File: src/rtl/calib_pulse_seq.sv
// calib_pulse_seq: burst calibration pulse sequencer.
// Each START issues a burst of shots. Every shot drives NCH delayed channel strobes,
// one calibration LCT and one calibration L1A, each timed from a shared shot timer.
// Optional feature macro: CALIB_PULSE_SEQ_RNDM_EN. When it is defined, RNDMGTRG is
// ORed into CAL_GTRG in every state.
// Every output is registered. Each one is computed from the next state and next timer
// value, so a strobe appears in the same cycle as the timer value it belongs to.
module calib_pulse_seq #(
  parameter int NCH  = 2,
  parameter int DLYW = 5,
  parameter int LCTW = 6,
  parameter int L1AW = 9,
  parameter int BCW  = 8,
  parameter int PERW = 12
) (
  input  logic                CLKCMS,
  input  logic                RST_N,
  input  logic                START,
  input  logic                ABORT,
  input  logic [NCH-1:0]      CH_EN,
  input  logic [NCH*DLYW-1:0] CH_DLY,
  input  logic [LCTW-1:0]     LCT_DLY,
  input  logic [L1AW-1:0]     L1A_DLY,
  input  logic [BCW-1:0]      BURST_N,
  input  logic [PERW-1:0]     BURST_PER,
  input  logic                RNDMGTRG,
  output logic                BUSY,
  output logic                SYNCIP,
  output logic [NCH-1:0]      CH_PLS,
  output logic                CALLCT,
  output logic                CAL_GTRG,
  output logic [BCW-1:0]      SHOT_CNT,
  output logic                DONE
);

  typedef enum logic [1:0] {S_IDLE, S_RUN, S_FIN} state_e;

  state_e state_q, state_d;
  logic [PERW-1:0] t_q, t_d;

  // Shadow copies of the burst configuration, captured when a burst is accepted
  logic [NCH-1:0]      en_q, en_d;
  logic [NCH*DLYW-1:0] dly_q, dly_d;
  logic [LCTW-1:0]     lct_q, lct_d;
  logic [L1AW-1:0]     l1a_q, l1a_d;
  logic [BCW-1:0]      bn_q, bn_d;
  logic [PERW-1:0]     per_q, per_d;

  logic           busy_q, busy_d, syncip_q, syncip_d, callct_q, callct_d;
  logic           gtrg_q, gtrg_d, done_q, done_d, seq_l1a, run_d;
  logic [NCH-1:0] ch_pls_q, ch_pls_d;
  logic [BCW-1:0] shot_cnt_q, shot_cnt_d;
  logic           accept;

  // ABORT has priority over START in IDLE
  assign accept = (state_q == S_IDLE) && START && !ABORT;

`ifndef CALIB_PULSE_SEQ_RNDM_EN
  logic unused_rndm;
  assign unused_rndm = RNDMGTRG;
`endif

  // Load the shadow registers only when a burst is accepted
  always_comb begin
    en_d  = accept ? CH_EN     : en_q;
    dly_d = accept ? CH_DLY    : dly_q;
    lct_d = accept ? LCT_DLY   : lct_q;
    l1a_d = accept ? L1A_DLY   : l1a_q;
    bn_d  = accept ? BURST_N   : bn_q;
    per_d = accept ? BURST_PER : per_q;
  end

  // State register
  always_ff @(posedge CLKCMS or negedge RST_N) begin
    if (!RST_N) state_q <= S_IDLE;
    else        state_q <= state_d;
  end

  // Next state and shot timer. The timer wraps at P, and the last shot moves to FIN.
  always_comb begin
    state_d = state_q;
    t_d     = t_q;
    case (state_q)
      S_IDLE: if (accept) begin
        state_d = S_RUN;
        t_d     = '0;
      end
      S_RUN: begin
        if (ABORT) begin
          state_d = S_IDLE;
          t_d     = '0;
        end else if (t_q == per_q) begin
          t_d = '0;
          if (shot_cnt_q == bn_q && bn_q != '0) state_d = S_FIN;
        end else begin
          t_d = t_q + PERW'(1);
        end
      end
      S_FIN: begin
        state_d = S_IDLE;
        t_d     = '0;
      end
      default: begin
        state_d = S_IDLE;
        t_d     = '0;
      end
    endcase
  end

  // Output decode from the next state and timer value. A delay larger than P never matches.
  always_comb begin
    run_d    = (state_d == S_RUN);
    busy_d   = run_d;
    syncip_d = run_d && (t_d == '0);
    ch_pls_d = '0;
    for (int i = 0; i < NCH; i++)
      ch_pls_d[i] = run_d && en_d[i] && (32'(dly_d[i*DLYW +: DLYW]) == 32'(t_d));
    callct_d = run_d && (32'(lct_d) == 32'(t_d));
    seq_l1a  = run_d && (32'(l1a_d) == 32'(t_d));
`ifdef CALIB_PULSE_SEQ_RNDM_EN
    gtrg_d   = seq_l1a | RNDMGTRG;
`else
    gtrg_d   = seq_l1a;
`endif
    done_d     = (state_d == S_FIN);
    shot_cnt_d = (accept ? '0 : shot_cnt_q) + BCW'(syncip_d);
  end

  // Datapath and output registers
  always_ff @(posedge CLKCMS or negedge RST_N) begin
    if (!RST_N) begin
      t_q        <= '0;
      en_q       <= '0;
      dly_q      <= '0;
      lct_q      <= '0;
      l1a_q      <= '0;
      bn_q       <= '0;
      per_q      <= '0;
      busy_q     <= 1'b0;
      syncip_q   <= 1'b0;
      ch_pls_q   <= '0;
      callct_q   <= 1'b0;
      gtrg_q     <= 1'b0;
      done_q     <= 1'b0;
      shot_cnt_q <= '0;
    end else begin
      t_q        <= t_d;
      en_q       <= en_d;
      dly_q      <= dly_d;
      lct_q      <= lct_d;
      l1a_q      <= l1a_d;
      bn_q       <= bn_d;
      per_q      <= per_d;
      busy_q     <= busy_d;
      syncip_q   <= syncip_d;
      ch_pls_q   <= ch_pls_d;
      callct_q   <= callct_d;
      gtrg_q     <= gtrg_d;
      done_q     <= done_d;
      shot_cnt_q <= shot_cnt_d;
    end
  end

  assign BUSY     = busy_q;
  assign SYNCIP   = syncip_q;
  assign CH_PLS   = ch_pls_q;
  assign CALLCT   = callct_q;
  assign CAL_GTRG = gtrg_q;
  assign DONE     = done_q;
  assign SHOT_CNT = shot_cnt_q;

endmodule

File: config.mk
export PLATFORM = sky130hd
export DESIGN_NAME = calib_pulse_seq
export DESIGN_NICKNAME = d
export VERILOG_FILES = /design/src/rtl/calib_pulse_seq.sv
export SDC_FILE = /design/constraint.sdc
export NUM_CORES = 1
export LEC_CHECK = 0
export CORE_MARGIN = 2
export CORE_UTILIZATION = 55
export DETAILED_ROUTE_END_ITERATION = 10
export GPL_TIMING_DRIVEN = 0
export HOLD_SLACK_MARGIN = 0.06
export PLACE_DENSITY_LB_ADDON = 0.12
export SYNTH_ARGS = -nofsm -noshare
export SYNTH_HDL_FRONTEND = slang
export SYNTH_SLANG_ARGS = --single-unit
File: constraint.sdc
create_clock -name CLKCMS -period 7.1 [get_ports CLKCMS]
set_clock_uncertainty 0.05 [all_clocks]
set_input_delay 2.13 -clock CLKCMS [delete_from_list [all_inputs] [get_ports CLKCMS]]
set_output_delay 2.13 -clock CLKCMS [all_outputs]
set_load 0.02 [all_outputs]
* Yosys cells after proc, flatten, opt, wreduce, memory -nomap -nowiden
Cells that the tools add are included.
** Storage, ports and cells
- Bits in registers :: 76
- Word-level logic and storage cells :: 54
- Bits of input ports :: 52
- Output and inout port bits :: 15
** Operators by class
- Multiplexer cells :: 14
- Equal/unequal tests :: 9
- Add/subtract/negate cells :: 2
- Reductions and logical operators :: 14
** Operators by type and width (count)
- $mux W12 :: 3
- $eq A5 B12 Y1 :: 2
- $pmux W12 S2 :: 1
- $add A12 B1 Y12 const B :: 1
- $eq A12 B12 Y1 :: 1
- $eq A6 B12 Y1 :: 1
- $eq A9 B12 Y1 :: 1
- $logic_not A12 Y1 :: 1
- $logic_and A1 B1 Y1 :: 10
- $mux W10 :: 1
- $mux W2 :: 5
- $mux W9 :: 1
- $add A8 B1 Y8 :: 1
- $eq A8 B8 Y1 :: 1
- $mux W8 :: 1
- $reduce_bool A8 Y1 :: 1
- $mux W6 :: 1
- $eq A2 B1 Y1 const B :: 2
- $pmux W2 S2 :: 1
- $eq A2 B2 Y1 const B :: 1
- $logic_not A2 Y1 :: 1
- $logic_not A1 Y1 :: 1

* Longest topological paths before layout
Gate-level depths: netlist (run 1).
- Depth after elaboration :: 9
- Mapped depth :: 16
- Mapped depth without buffers :: 14

* Worst setup path after synthesis (run 1)
Ideal clock, no wire load.
- Path kind :: input -> register
- Start :: input port ABORT
- End :: register shot_cnt_q[6] (netlist: SHOT_CNT[6])
- Stages on the path :: 11
- Arrival :: 4.418 ns
- Library setup time :: 0.132 ns
- Data required time :: 6.918 ns
- Path buffers :: 0
- Path slack :: 2.501 ns
- Cell sequence :: nand2b_1 > and3_1 > or3_4 > or4b_4 > nor3_1 > ha_1 > ha_1 > nand3_1 > nor2_1 > xnor2_1 > nor2_1
** Between the ends
- Longest elaborated chain between the ends :: 7
- Elaborated cells on any way between the ends :: 13
- Those cells by class :: add/sub (1); eq/ne (1); mux (7); reduce/logical (4)
** RTL lines
- start, declared :: RTL line 19 : input logic ABORT,
- $logic_not A1 Y1 :: RTL line 56 : assign accept = (state_q == S_IDLE) && START && !ABORT;
- $logic_and A1 B1 Y1 :: RTL line 56
- $mux W12 :: RTL line 84 : S_IDLE: if (accept) begin
- $pmux W12 S2 (*) :: RTL line 83 : case (state_q)
- named net t_d[8] :: RTL line 39 : logic [PERW-1:0] t_q, t_d;
- $logic_not A12 Y1 (*) :: RTL line 114 : syncip_d = run_d && (t_d == '0);
- $logic_and A1 B1 Y1 (*) :: RTL line 114
- named net syncip_d :: RTL line 49 : logic busy_q, busy_d, syncip_q, syncip_d, callct_q, callct_d;
- $add A8 B1 Y8 (*) :: RTL line 126 : shot_cnt_d = (accept ? '0 : shot_cnt_q) + BCW'(syncip_d);
- named net shot_cnt_d[6] :: RTL line 52 : logic [BCW-1:0] shot_cnt_q, shot_cnt_d;
- end signal, assigned :: RTL line 160 : shot_cnt_q <= shot_cnt_d;
- end, declared :: RTL line 52
The timed path passes the listed nets; every way through them passes the cells marked *.
A chain may end at the register's enable or synchronous reset.

* Worst setup path in the final report (run 1)
- Start :: input port ABORT
- End :: register shot_cnt_q[7] (netlist: SHOT_CNT[7])
Same word-level chain as after synthesis.

==> flow_metrics.py, run 1 <==
metrics = {
    "status": {
        "status": "finished clean",
    },
    "grt": {
        "grt_max_degree": 56,
        "grt_pass1_wl_mm": 14.9,
        "grtUsageTotal_pct": 24.9,
        "antenna_found_initial": 0,
        "grt_overflow_total": 0,
        "grt_pass1_vias": 3314,
    },
    "drt": {
        "routed_via_density": 5.37,
        "drtIter0Drc": 181,
        "drc": 0,
        "finalWirelength_mm": 8.97,
        "ant_nets": 0,
        "dr.pass1.iters": 4,
        "vias": 3281,
        "wl_per_cell_microns": 14.7,
    },
    "sta": {
        "setup_violations": 0,
        "worst_slew_pin_slew_ns": 0.976,
        "final_hold_viol_count": 0,
        "finalCritPeriodShare_pct": 76.8,
        "slew_violations": 0,
        "slew_headroom_pct": 34.4,
        "setup_tns_ns": 0,
        "period_needed_ns": 5.45,
        "rsz0062_at_grt": "false",
        "max_freq_mhz": 183,
    },
    "synthesis": {
        "syn_inst": 434,
        "synth_fp_nets": 489,
        "synth_area_sq_um": 3950,
        "ys.warnings.count": 0,
        "ys_ff_latch": 76,
        "avgSynthCellArea_sq_um": 9.09,
        "synth.yosys.seq_area_share_pct": 48.2,
        "ys.flop_type": "dfrtp_1",
        "ys_types": 60,
        "async_reset_ff_share_pct": 100,
        "synth-edff-count": 0,
    },
    "clock_tree": {
        "clock_sinks": 76,
        "clkTransAtPathRegs_ns": 0.07,
        "cts_resized": 0,
        "root_buffer": "clkbuf_8",
        "insertion_delay_ns": 0.35,
        "cts_tree": "yes",
        "cts_buffer_depth": 2,
        "cts.hold.buffers_added": 0,
        "cts_buffers": 9,
        "postCtsSetupBuffers": 0,
        "cts_max_level": 3,
    },
    "floorplan": {
        "die_h_microns": 88.7,
        "die_area_sq_um": 7870,
        "die_w_microns": 88.7,
        "pin_count": 67,
        "core_sq_um": 6870,
        "rows": 30,
        "initial_core_util_pct": 57.4,
    },
    "power": {
        "ir_drop_v": 0.000167,
        "power.density_nw_per_um2": 230,
        "p_leak_nw": 2.31,
    },
    "placed_design": {
        "dp_hpwl_mm": 6.66,
        "place.gp.congestion": 0.836,
        "portBuffers": 65,
        "dp.cells": 596,
    },
    "worst_setup_path": {
        "worstPathCellList": "clkdlybuf4s50_1 -> or3b_2 -> clkbuf_1 -> nor3b_1 -> o21ai_0 -> nand3_1 -> or4_1 -> nor3_1 -> ha_1 -> nand3_1 -> or2_2 -> xor2_1 -> nor2_1",
        "startpoint_type": "input pin",
        "cpMostUsedCell": "nand3_1",
        "critPathTopFamily": "simple AND/OR/NAND/NOR gates",
        "cp_max_fo": 7,
        "end_kind": "flip-flop",
        "slowest_stage": "or4_1",
        "path_buf_inv": 2,
        "cp_slowest_stage_delay_ns": 0.61,
        "worstPathArrival_ns": 5.67,
        "critical_path_class": "input pin to flip-flop",
        "critical_path_required_ns": 7.32,
    },
    "layout": {
        "diodes": 0,
        "mostFrequentLayoutCell": "nand2_1",
        "fin_cells": 611,
        "syn_to_final_growth_pct": 24.4,
        "drive_above_1_share_pct": 7.96,
        "nNetsFinal": 566,
        "most-common-layout-cells": "nand2_1 (154), dfrtp_1 (76), clkdlybuf4s50_1 (64), xnor2_1 (26), xor2_1 (18)",
    },
    "run": {
        "drv_cap": 0,
    },
    "min_path": {
        "hold_class": "flip-flop to flip-flop",
    },
}
==> sequential cells by signal, indices dropped and copies added, names as in the netlist <==
signal    flops
BUSY          1
CALLCT        1
CAL_GTRG      1
CH_PLS        2
DONE          1
SHOT_CNT      8
SYNCIP        1
bn_q          8
dly_q        10
en_q          2
l1a_q         9
lct_q         6
per_q        12
state_q       2
t_q          12
==> cell families after synthesis <==
| group | Yosys count | synth area share (%) |
|---|---|---|
| fa+ha+maj | 3 | 0.951 |
| buf+inv | 28 | 3.08 |
| mux | 4 | 1.11 |
| flops | 76 | 48.2 |
| simple gates | 237 | 28.4 |
| compound gates | 38 | 6.85 |
| xor+xnor | 48 | 11.4 |
==> where the power goes <==
| part | switching (W) | total [W] | internal (W) |
|---|---|---|---|
| Clock | 0.000151 | 0.000294 | 0.000143 |
| Combinational | 0.000155 | 0.000293 | 0.000139 |
| Sequential | 0.0000464 | 0.000544 | 0.000497 |
==> final cells by class <==
class                      instances  area, sq um
multi-input combinational        330         1920
sequential                        76         1900
timing repair buffer              66          676
inverter                           7         26.3
buffer                            21         95.1
tap                               96          120
clock inverter                     2         10.0
clock buffer                      13          159
fill                             545         1960
==> worst register-to-register path, delay by kind of cell, from the launching register on <==
kind,cells,cell delay [ns]
AND/OR/NAND/NOR,7,1.75
AO/OA/AOI/OAI,1,0.57
flip-flops,1,0.47
XOR/XNOR,2,0.40
buffers and inverters,2,0.34
adder cells (fa/ha/maj),1,0.27
==> Yosys cell counts, types with 5 or more instances <==
library cell	instances	share of area, %
nor2_1	13	1.2
nand4_1	5	0.79
dfrtp_1	76	48
xor2_1	18	4.0
nor4_1	6	0.95
a21oi_1	5	0.63
clkbuf_1	12	1.1
inv_1	7	0.67
nand2_1	154	15
nor3_1	8	1.0
o21ai_0	7	0.89
xnor2_1	26	5.8
nand3_1	14	1.8
==> final timing paths <==
kind                          from     endpoint  slack (ns)  cells past startpoint
setup reg to reg            t_q[2]  SHOT_CNT[7]        3.15                     13
hold reg to reg            en_q[0]      en_q[0]        0.43                      2
hold / removal             en_q[0]      en_q[0]        0.43                      2
max in group asynchronous    RST_N     dly_q[0]        4.83                      2
min in group asynchronous    RST_N       t_q[7]        1.62                      1
setup / recovery             ABORT  SHOT_CNT[7]        1.65                     13
==> per-stage QoR <==
| stage | util, % | setup WS, ns | hold slack (ns) | area, sq um | power (W) |
|---|---|---|---|---|---|
| finish | 71.5 | 1.65 | 0.433 | 4910 | 0.00113 |
| global route | 71.5 | 1.41 | 0.450 | 4910 | 0.00120 |
| CTS | 71.5 | 1.67 | 0.432 | 4910 | 0.00114 |
| detailed placement | 69.0 | 1.33 | 0.412 | 4740 | 0.000844 |
| global placement | 68.7 | 1.28 | 0.407 | 4720 | 0.000833 |
| floorplan | - | 2.50 | 0.386 | 3950 | 0.000734 |
==> per-layer routing <==
metal	up-vias	GRT usage (%)	wire [microns]
li1	1611	-	-
met5	-	0	0
met3	15	3.82	424
met2	80	40.6	4490
met1	1575	33.2	3900
met4	0	10.2	161
Note: power is estimated with default switching activity, not from simulation.
==> inputs of run 2 (changes only) <==
- CORE_UTILIZATION: 55 -> 53
- clock period: 7.1 -> 5.1 ns (I/O delays scaled with it)
==> run 2 against run 1 <==
Against the previous run:
- non-clock buffer count unchanged
- routed wire length down 0.89%
- first-iteration DRC count up 21%
- count of clock-buffer cells in the layout down 2
- final area up 0.23%
- critical endpoint is now SHOT_CNT[6]
- die area up 3.6%
- critical path depth up 1
- global-route usage down 1.5 points
- flip-flop and latch count unchanged
==> flow_metrics.py, run 2 (synthesized netlist as in run 1, its figures left out) <==
metrics = {
    "sta": {
        "max_freq_mhz": 209,
        "setup_violations": 0,
        "slew_violations": 0,
        "period_needed_ns": 4.78,
        "finalCritPeriodShare_pct": 93.8,
        "slew_headroom_pct": 33.7,
        "final_hold_viol_count": 0,
        "worst_slew_pin_slew_ns": 0.987,
        "rsz0062_at_grt": "false",
        "whs_ns": 0.436,
        "postLayoutSetupSlackWorst_ns": 0.318,
    },
    "grt": {
        "grt_pass1_wl_mm": 15.4,
        "antenna_found_initial": 0,
        "grt_overflow_total": 0,
        "grt_max_degree": 48,
        "grtUsageTotal_pct": 23.4,
        "grt_pass1_vias": 3300,
    },
    "clock_tree": {
        "cts_tree": "yes",
        "clock_sinks": 76,
        "cts_resized": 0,
        "cts_buffers": 9,
        "root_buffer": "clkbuf_8",
        "cts.hold.buffers_added": 0,
        "clkTransAtPathRegs_ns": 0.08,
        "insertion_delay_ns": 0.34,
        "cts_max_level": 3,
        "postCtsSetupBuffers": 0,
        "cts_buffer_depth": 2,
    },
    "layout": {
        "fillers": 586,
        "diodes": 0,
        "drive_above_1_share_pct": 8.35,
        "most-common-layout-cells": "nand2_1 (154), dfrtp_1 (76), clkdlybuf4s50_1 (64), xnor2_1 (26), xor2_1 (18)",
        "reg_top3": "per_q (12), t_q (12), dly_q (10)",
        "nNetsFinal": 566,
        "final_area_sq_um": 4920,
        "syn_to_final_growth_pct": 24.7,
        "mostFrequentLayoutCell": "nand2_1",
    },
    "floorplan": {
        "die_area_sq_um": 8150,
        "die_w_microns": 90.3,
        "die_h_microns": 90.3,
        "core_sq_um": 7210,
        "initial_core_util_pct": 54.7,
        "rows": 31,
        "pin_count": 67,
    },
    "drt": {
        "drc": 0,
        "ant_nets": 0,
        "vias": 3231,
        "dr.pass1.iters": 4,
        "drtIter0Drc": 219,
        "routed_via_density": 5.26,
        "wl_per_cell_microns": 14.5,
        "finalWirelength_mm": 8.89,
    },
    "worst_setup_path": {
        "cp_slowest_stage_delay_ns": 0.60,
        "end_kind": "flip-flop",
        "cp.depth": 14,
        "worstPathArrival_ns": 4.94,
        "path_buf_inv": 2,
        "critical_path_required_ns": 5.26,
        "cp_max_fo": 7,
        "worstPathCellList": "clkdlybuf4s50_1 -> or3b_2 -> clkbuf_1 -> nor3b_1 -> o21ai_0 -> nand3_1 -> or4_1 -> nor3_1 -> ha_1 -> ha_1 -> nand3_1 -> nor2_1 -> xnor2_1 -> nor2_1",
        "critical_path_class": "input pin to flip-flop",
        "slowest_stage": "or4_1",
        "rr_worst_depth": 14,
        "startpoint_type": "input pin",
        "critPathTopFamily": "simple AND/OR/NAND/NOR gates",
    },
    "placed_design": {
        "portBuffers": 65,
        "dp_hpwl_mm": 6.65,
        "place.gp.congestion": 0.866,
        "post-place-ws_ns": -0.0492,
        "postPlaceCellArea_sq_um": 4750,
    },
    "min_path": {
        "hold_depth": 2,
        "hold_class": "flip-flop to flip-flop",
    },
    "power": {
        "ir_drop_v": 0.000233,
        "power.density_nw_per_um2": 323,
        "p_leak_nw": 2.31,
    },
    "run": {
        "drv_cap": 0,
    },
    "status": {
        "status": "finished clean",
    },
}
[run 2: cell type report]
| type | instances | area [sq um] | area share (%) |
|---|---|---|---|
| inverter | 7 | 26.3 | 0.534 |
| multi-input combinational | 330 | 1920 | 39.1 |
| clock inverter | 4 | 25.0 | 0.508 |
| tap | 99 | 124 | 2.52 |
| sequential | 76 | 1900 | 38.6 |
| buffer | 21 | 95.1 | 1.93 |
| clock buffer | 11 | 151 | 3.08 |
| timing repair buffer | 66 | 676 | 13.7 |
[run 2: final timing paths]
| check | slack (ns) | endpoint | startpoint |
|---|---|---|---|
| min in group asynchronous | 1.07 | DONE | RST_N |
| max | 0.32 | SHOT_CNT[6] | ABORT |
| min reg2reg | 0.44 | en_q[0] | en_q[0] |
| min | 0.44 | en_q[0] | en_q[0] |
| max in group asynchronous | 3.38 | SHOT_CNT[7] | RST_N |
| max reg2reg | 1.15 | SHOT_CNT[6] | t_q[8] |
[run 2: stage by stage]
stage	instances	utilization, %	TNS (ns)	total power (W)
3_3_place_gp	598	65.4	-9.91	0.00116
2_1_floorplan	434	-	0	0.00102
5_1_grt	614	68.2	0	0.00168
4_1_cts	614	68.2	0	0.00159
3_5_place_dp	599	65.8	-0.0798	0.00118
6_report	614	68.2	0	0.00159
[run 2: layer usage]
| metal | share of wire (%) | global-route usage (%) | up-vias |
|---|---|---|---|
| li1 | - | - | 1610 |
| met1 | 46 | 31.7 | 1534 |
| met2 | 48 | 38.3 | 76 |
| met3 | 4.5 | 4.59 | 11 |
| met4 | 1.2 | 7.05 | 0 |
| met5 | 0 | 0 | - |
[run 2: where the power goes]
group          leakage [nW]  switching [W]  internal (W)  total (W)
registers             0.978      0.0000638      0.000692   0.000756
clock network        0.0872       0.000222      0.000199   0.000421
logic                  1.25       0.000219      0.000193   0.000412
[run 2: worst reg2reg max path: stages, from the launching register on]
cell and delay, ns:
dfrtp_1 0.47, xnor2_1 0.25, nand4_2 0.20, o311ai_1 0.56, and2_1 0.21, clkbuf_1 0.27
inv_1 0.09, or4_1 0.47, nor3_1 0.32, ha_1 0.27, ha_1 0.21, nand3_1 0.12
nor2_1 0.15, xnor2_1 0.13, nor2_1 0.06
